## src/rtl/prog_loader.sv

```systemverilog
// ============================================================================
// Module      : prog_loader
// Description : Loads the CPU instruction memory from a framed byte stream.
//               Frame: SYNC, LEN_LO, LEN_HI, 2*LEN data bytes, CHK.
//               Each word is written low byte first. The CPU is held in reset
//               while a frame loads and is released only when the checksum
//               matches.
// Revision    : 1.0 - initial release
// ============================================================================
`timescale 1ns/1ps
`default_nettype none

module prog_loader #(
  parameter int          ADDR_W       = 11,
  parameter int          DATA_W       = 16,
  parameter logic [7:0]  SYNC_BYTE    = 8'hA5,
  parameter logic [23:0] TIMEOUT_CYC  = 24'd1_000_000,
  parameter bit          RUN_AT_RESET = 1'b1
) (
  input  logic              clk,
  input  logic              rst_n,
  input  logic [7:0]        in_data,
  input  logic              in_valid,
  output logic              in_ready,
  output logic              mem_we,
  output logic [ADDR_W-1:0] mem_adr,
  output logic [DATA_W-1:0] mem_din,
  output logic              cpu_rst_n,
  output logic              busy,
  output logic              done,
  output logic              err,
  output logic [1:0]        err_code,
  output logic [ADDR_W:0]   words_written
);

  typedef enum logic [3:0] {
    S_IDLE   = 4'd0,
    S_LEN_LO = 4'd1,
    S_LEN_HI = 4'd2,
    S_D_LO   = 4'd3,
    S_D_HI   = 4'd4,
    S_WRITE  = 4'd5,
    S_CHK    = 4'd6,
    S_DONE   = 4'd7,
    S_ERR    = 4'd8
  } state_t;

  localparam logic [1:0]  ERR_NONE = 2'b00;
  localparam logic [1:0]  ERR_LEN  = 2'b01;
  localparam logic [1:0]  ERR_CHK  = 2'b10;
  localparam logic [1:0]  ERR_TMO  = 2'b11;
  // Largest legal word count: one full memory.
  localparam logic [31:0] LEN_MAX  = 32'd1 << ADDR_W;

  state_t              state;
  logic [7:0]          len_lo;
  logic [ADDR_W:0]     len_q;
  logic [ADDR_W-1:0]   addr;
  logic [7:0]          lo_byte;
  logic [7:0]          csum;
  logic [23:0]         idle_cnt;

  logic                accept;
  logic                in_frame;
  logic                timeout_hit;
  logic [31:0]         len_full;
  logic                len_bad;
  logic [ADDR_W:0]     ww_next;

  assign accept   = in_valid & in_ready;
  assign in_frame = state inside {S_LEN_LO, S_LEN_HI, S_D_LO, S_D_HI, S_WRITE, S_CHK};
  // WRITE never accepts a byte, so it is left out; an accepted byte at the
  // limit beats the timeout.
  assign timeout_hit = (state inside {S_LEN_LO, S_LEN_HI, S_D_LO, S_D_HI, S_CHK}) &&
                       !accept && (idle_cnt >= TIMEOUT_CYC - 24'd1);
  assign len_full = {16'd0, in_data, len_lo};
  assign len_bad  = (len_full == 32'd0) || (len_full > LEN_MAX);
  assign ww_next  = words_written + 1'b1;

  // Idle-cycle counter: runs only inside a frame, cleared by every accepted byte.
  always_ff @(posedge clk or negedge rst_n) begin
    if (!rst_n) begin
      idle_cnt <= 24'd0;
    end else if (!in_frame || accept) begin
      idle_cnt <= 24'd0;
    end else begin
      idle_cnt <= idle_cnt + 24'd1;
    end
  end

  // Frame parser, memory writer and status outputs (all registered).
  always_ff @(posedge clk or negedge rst_n) begin
    if (!rst_n) begin
      state         <= S_IDLE;
      in_ready      <= 1'b1;
      mem_we        <= 1'b0;
      mem_adr       <= '0;
      mem_din       <= '0;
      cpu_rst_n     <= RUN_AT_RESET;
      busy          <= 1'b0;
      done          <= 1'b0;
      err           <= 1'b0;
      err_code      <= ERR_NONE;
      words_written <= '0;
      len_lo        <= 8'd0;
      len_q         <= '0;
      addr          <= '0;
      lo_byte       <= 8'd0;
      csum          <= 8'd0;
    end else if (timeout_hit) begin
      state    <= S_ERR;
      busy     <= 1'b0;
      err      <= 1'b1;
      err_code <= ERR_TMO;
    end else begin
      case (state)
        S_IDLE, S_DONE, S_ERR: begin
          // Non-sync bytes are accepted and dropped.
          if (accept && (in_data == SYNC_BYTE)) begin
            state         <= S_LEN_LO;
            cpu_rst_n     <= 1'b0;
            busy          <= 1'b1;
            done          <= 1'b0;
            err           <= 1'b0;
            err_code      <= ERR_NONE;
            words_written <= '0;
            csum          <= 8'd0;
            addr          <= '0;
          end
        end
        S_LEN_LO: begin
          if (accept) begin
            len_lo <= in_data;
            state  <= S_LEN_HI;
          end
        end
        S_LEN_HI: begin
          if (accept) begin
            if (len_bad) begin
              state    <= S_ERR;
              busy     <= 1'b0;
              err      <= 1'b1;
              err_code <= ERR_LEN;
            end else begin
              len_q <= len_full[ADDR_W:0];
              state <= S_D_LO;
            end
          end
        end
        S_D_LO: begin
          if (accept) begin
            lo_byte <= in_data;
            csum    <= csum + in_data;
            state   <= S_D_HI;
          end
        end
        S_D_HI: begin
          if (accept) begin
            csum     <= csum + in_data;
            mem_we   <= 1'b1;
            mem_adr  <= addr;
            mem_din  <= {in_data, lo_byte};
            in_ready <= 1'b0;
            state    <= S_WRITE;
          end
        end
        S_WRITE: begin
          // addr wraps to 0 only after the final word of a full-size frame,
          // where it is no longer used.
          mem_we        <= 1'b0;
          in_ready      <= 1'b1;
          addr          <= addr + 1'b1;
          words_written <= ww_next;
          state         <= (ww_next == len_q) ? S_CHK : S_D_LO;
        end
        S_CHK: begin
          if (accept) begin
            busy <= 1'b0;
            if (in_data == csum) begin
              state     <= S_DONE;
              done      <= 1'b1;
              cpu_rst_n <= 1'b1;
            end else begin
              state    <= S_ERR;
              err      <= 1'b1;
              err_code <= ERR_CHK;
            end
          end
        end
        default: begin
          state <= S_IDLE;
        end
      endcase
    end
  end

endmodule

`default_nettype wire

```

## config.mk

```make
export PLATFORM = sky130hd
export DESIGN_NAME = prog_loader
export DESIGN_NICKNAME = d
export VERILOG_FILES = /design/src/rtl/prog_loader.sv
export SDC_FILE = /design/constraint.sdc
export NUM_CORES = 1
export LEC_CHECK = 0
export ABC_AREA = 0
export BUFFER_PORTS_ARGS = -buffer_cell sky130_fd_sc_hd__buf_2
export CAP_MARGIN = 30
export CELL_PAD_IN_SITES_DETAIL_PLACEMENT = 0
export CELL_PAD_IN_SITES_GLOBAL_PLACEMENT = 2
export CORE_UTILIZATION = 35
export DETAILED_ROUTE_END_ITERATION = 8
export GPL_TIMING_DRIVEN = 0
export PLACE_DENSITY = 0.74
export SYNTH_ARGS = -nofsm -noshare
export SYNTH_HDL_FRONTEND = slang
export SYNTH_SLANG_ARGS = --single-unit
```

## constraint.sdc

```tcl
create_clock -name clk -period 2.2 [get_ports clk]
set_input_delay 0 -clock clk [delete_from_list [all_inputs] [get_ports clk]]
set_output_delay 0 -clock clk [all_outputs]
set_load 0.03 [all_outputs]
```

After elaboration in Yosys (flattened, before gate mapping)
Index checks and enable logic that the tools add are counted.
{"block": "word_totals", "regBits": 122, "inputBits": 11, "output_inout_bits": 47, "elab_cells": 124}
{"block": "op_classes", "add_sub_neg": 4, "magnitude_cmp": 2, "eq_ne": 24, "mux": 45, "bitwise": 3, "n_reduce_logical": 29}
{"cell": "$mux 4", "count": 9}
{"cell": "$logic_not 32->1", "count": 1}
{"cell": "$pmux 4 s7", "count": 1}
{"cell": "$add 24x1->24 const B", "count": 1}
{"cell": "$ge 24x20->1 const B", "count": 1}
{"cell": "$mux 24", "count": 1}
{"cell": "$ne 3x3->1 const B", "count": 8}
{"cell": "$pmux 12 s2", "count": 1}
{"cell": "$pmux 11 s2", "count": 1}
{"cell": "$eq 4x3->1 const B", "count": 4}
{"cell": "$gt 16x12->1 const B", "count": 1}
{"cell": "$mux 8", "count": 2}
{"cell": "$pmux 8 s2", "count": 1}
{"cell": "$reduce_and 3->1", "count": 5}
{"cell": "$mux 1", "count": 14}
{"cell": "$add 12x1->12 const B", "count": 1}
{"cell": "$eq 12x12->1", "count": 1}
{"cell": "$mux 12", "count": 1}
{"cell": "$mux 2", "count": 6}
{"cell": "$reduce_and 6->1", "count": 2}
{"cell": "$add 11x1->11 const B", "count": 1}
{"cell": "$mux 11", "count": 1}
{"cell": "$reduce_and 5->1", "count": 2}
{"cell": "$add 8x8->8", "count": 1}
{"cell": "other kinds (24)", "count": 40}

Logic depth before layout (Yosys ltp)
{"block": "logic_depth", "depth_word": 6, "mapped_depth": 9}

Worst setup path before layout
Ideal clock, no wire load.
{"block": "synth_path", "path_type": "register to register", "from": "register words_written[0]", "to": "register state[0]", "setup_time_ns": 0.126, "arrival_ns": 2.467, "required_time_ns": 2.074, "slack_ns": -0.393, "path_stages_with_launch": 10, "path_buffers": 2, "synth_period_minus_slack_ns": 2.593, "cell_sequence": "dfrtp_1 -> ha_1 -> clkbuf_2 -> and3_1 -> clkbuf_2 -> nand4_1 -> xnor2_1 -> o21ai_0 -> or4b_1 -> a221o_1"}
{"block": "synth_between", "elab_chain_cells": 5}
{"element": "start: declaration", "line": "33", "rtl": "output logic [ADDR_W:0] words_written"}
{"element": "start signal: assignment", "line": "173", "rtl": "words_written <= ww_next;"}
{"element": "$add 12x1->12", "line": "78", "rtl": "assign ww_next = words_written + 1'b1;"}
{"element": "$eq 12x12->1", "line": "174", "rtl": "state <= (ww_next == len_q) ? S_CHK : S_D_LO;"}
{"element": "$mux 3", "line": "174"}
{"element": "$pmux 4 s7", "line": "116", "rtl": "case (state)"}
{"element": "$mux 4", "line": "110", "rtl": "end else if (timeout_hit) begin"}
{"element": "end signal: assignment", "line": "174"}
{"element": "end: declaration", "line": "55", "rtl": "state_t state;"}
Every way passes these cells.
A chain may end at the register's enable or synchronous reset.

Final worst setup path
{"block": "layout_path", "from": "register words_written[1]", "to": "register state[0]"}
The elaborated chain is that of the path after synthesis.

==> flow_summary.ini <==
[clock_network]
cts.sinks = 122
h-tree-depth = 4
cts_tree = yes
cts-buffers-inserted = 17
clk_path_buf_depth = 2
insertion_delay_ns = 0.43
root_buffer = clkbuf_16
clkSlewWorstSetupHoldPaths_ns = 0.06

[yosys]
syn_nets = 605
ys_ff_latch = 122
synth_area_sq_mm = 0.00611
synth-edff-count = 0
ys_seq_area_frac = 0.500
synth_cell_types = 63
synth_top_area_share = 0.492
synth_ff_type = dfrtp_1
synth_area_per_cell_sq_um = 10.5
synth_cells = 583
async_flop_share = 1.00
synth_area_leaders = dfrtp_1 49%, mux2_2 9.4%, o21ai_0 3.4%, nor2_1 3.3%, xor2_1 3.3%
yosysWarnings = 0
yosysTopAreaCell = dfrtp_1

[timing]
maxSlewHeadroom = 0.590
rsz0062_at_grt = true
min_period_over_period = 1.07
tightest_slew_ns = 0.613
maxSlewViolCount = 0
setup_viol = 1
fin_crit_ns = 2.35
finClkSkew_ns = 0.0100
finalWorstSetupSlack_ns = -0.148
max_freq_mhz = 426
fin_hold_ws_ns = 0.0902
final_hold_viol_count = 0

[global_routing]
grt_first_pass_wirelength_mm = 25.7
antenna_found_initial = 0
grt_overflow = 0
grt_max_degree = 70
grtUsageTotal = 0.185
grt_pass1_vias = 4882

[die]
io_pins = 58
coreArea_sq_mm = 0.0168
start_util = 0.363
die_x_um = 134
fp.dieH_um = 134
die_area_sq_mm = 0.0180
fp-row-count = 47

[critical_path]
crit_start = words_written[1]
required_ns = 2.51
cp-end-kind = flip-flop
critPathKind = reg2reg
cp_slowest_cell = or4b_4
ff2ff_path_depth = 7
r2r_start = words_written[1]
critPathMaxFanout = 8
path_cells = ha_4 > nand3_4 > xnor3_2 > nor4_2 > nand4_1 > or4b_4 > a221o_1
r2r_setup_slack_ns = -0.15
r2r-end = state[0]
cp-start-kind = flip-flop
arrival_ns = 2.66
cp_slowest_stage_delay_ns = 0.54
critPathCapture = state[0]

[min_path]
min_path_type = in2async

[pwr]
p_leak_nw = 3.44
powerDensity_mw_per_mm2 = 1240
power_frac_comb = 0.348
ir_worst_vdd_mv = 0.672
power_frac_clock = 0.299
p_switching_mw = 3.58
p_int_mw = 5.94
p_seq_frac = 0.353
swShare = 0.376

[place]
io_buffers = 56
dp_slack_ns = -0.313
hpwlAfterDp_mm = 10.7
gp_congestion = 0.779
dpl.cell_count = 861

[routing]
drtIter0Drc = 262
routed_via_density = 5.20
vias = 4726
wirelength_mm = 15.2
drcViolationCount = 0
ant_nets = 0
firstDrtPassIters = 4
detail_route.wl_per_cell_um = 16.7

[finish]
area_delta_synth_final_pct = 25.8
post-route-util = 0.457
drive_gt1_frac = 0.310
final_common_cell = dfrtp_1
diodes = 0
fin_cells = 908
nets = 697
layout_common_cells = 117 x dfrtp_1, 61 x buf_2, 52 x nor2_1

[run_status]
violations = setup timing
status = complete, but fails checks

[job]
cap_violations = 0
==> power by group through the flow <==
| stage | registers (mW) | logic, mW | clock network [mW] |
|---|---|---|---|
| global route | 3.45 | 3.61 | 3.01 |
| detailed placement | 3.41 | 3.10 | 0 |
| floorplan | 3.97 | 1.62 | 0 |
| finish | 3.36 | 3.31 | 2.85 |
| global placement | 3.39 | 3.06 | 0 |
| CTS | 3.35 | 3.30 | 2.92 |
==> cells by family (layout without fill, tap and decap cells) <==
| family | count (synthesis) | after routing | synth area share |
|---|---|---|---|
| AND/OR/NAND/NOR | 214 | 214 | 0.181 |
| AO/OA/AOI/OAI | 106 | 106 | 0.109 |
| adder cells (fa/ha/maj) | 11 | 11 | 0.0238 |
| flip-flops | 122 | 122 | 0.500 |
| XOR/XNOR | 46 | 46 | 0.0684 |
| buffers and inverters | 33 | 138 | 0.0236 |
| multiplexers | 51 | 51 | 0.0941 |
==> metrics by stage <==
step                      area (sq um)  total power [mW]  TNS, ns
after CTS                         7580              9.57   -0.162
after detailed placement          6740              6.51    -5.46
after global routing              7680              10.1   -0.335
after global placement            6700              6.44   -65.67
final                             7680              9.52   -0.148
after floorplan                   6140              5.59   -0.171
==> critical path, delay by kind of cell, from the launching register on <==
family                   cells  cell delay [ns]
flip-flops                   1             0.42
XOR/XNOR                     1             0.27
AND/OR/NAND/NOR              4             1.01
adder cells (fa/ha/maj)      1             0.20
AO/OA/AOI/OAI                1             0.33
==> synth_stat cells, drive strengths merged, types with 12 or more instances <==
| cell | number |
|---|---|
| dfrtp | 120 |
| nor2 | 55 |
| mux2 | 51 |
| nand2 | 46 |
| o21ai | 42 |
| a21oi | 24 |
| xor2 | 23 |
| xnor2 | 22 |
| nand3 | 20 |
| clkbuf | 17 |
| nand4 | 14 |
| and3 | 12 |
==> what timing repair did <==
action / CTS / global route
hold endpoints to repair: 76 / 0
gates resized for setup: 28 / 25
hold buffers: 10 / 0
setup buffers: 8 / 0
setup endpoints to repair: 48 / 34
pin swaps: 12 / 1
==> metal layers <==
metal  share of wire  GRT usage  wire length, um
met1            0.47      0.241             7080
met2            0.49      0.305             7380
met3           0.033     0.0382              496
met4           0.015     0.0668              227
met5               0          0                0
==> cell type report <==
type / instances / area, sq um
buffer: 22 / 131
clock buffer: 20 / 467
clock inverter: 12 / 139
fill: 1604 / 9140
inverter: 8 / 30.0
multi-input combinational: 428 / 3100
sequential: 122 / 3060
tap: 220 / 275
timing repair buffer: 76 / 479
==> state kept, by name, indices dropped and copies added, names as in the netlist <==
signal and count:
lo_byte 8, words_written 12, done 1, len_lo 8, csum 8, mem_din 16
in_ready 1, idle_cnt 24, mem_we 1, err_code 2, err 1, busy 1
cpu_rst_n 1, addr 11, len_q 12, state 4, mem_adr 11
==> worst min-delay path by stage <==
stage          startpoint          to  depth (start not counted)
2_1_floorplan       rst_n     addr[0]                          0
3_3_place_gp   in_data[3]   len_q[11]                          2
3_5_place_dp        rst_n  mem_adr[6]                          1
4_1_cts        in_data[1]     csum[1]                          3
5_1_grt             rst_n  mem_adr[6]                          2
6_report            rst_n  mem_adr[6]                          2
(Power assumes the default switching activity.)
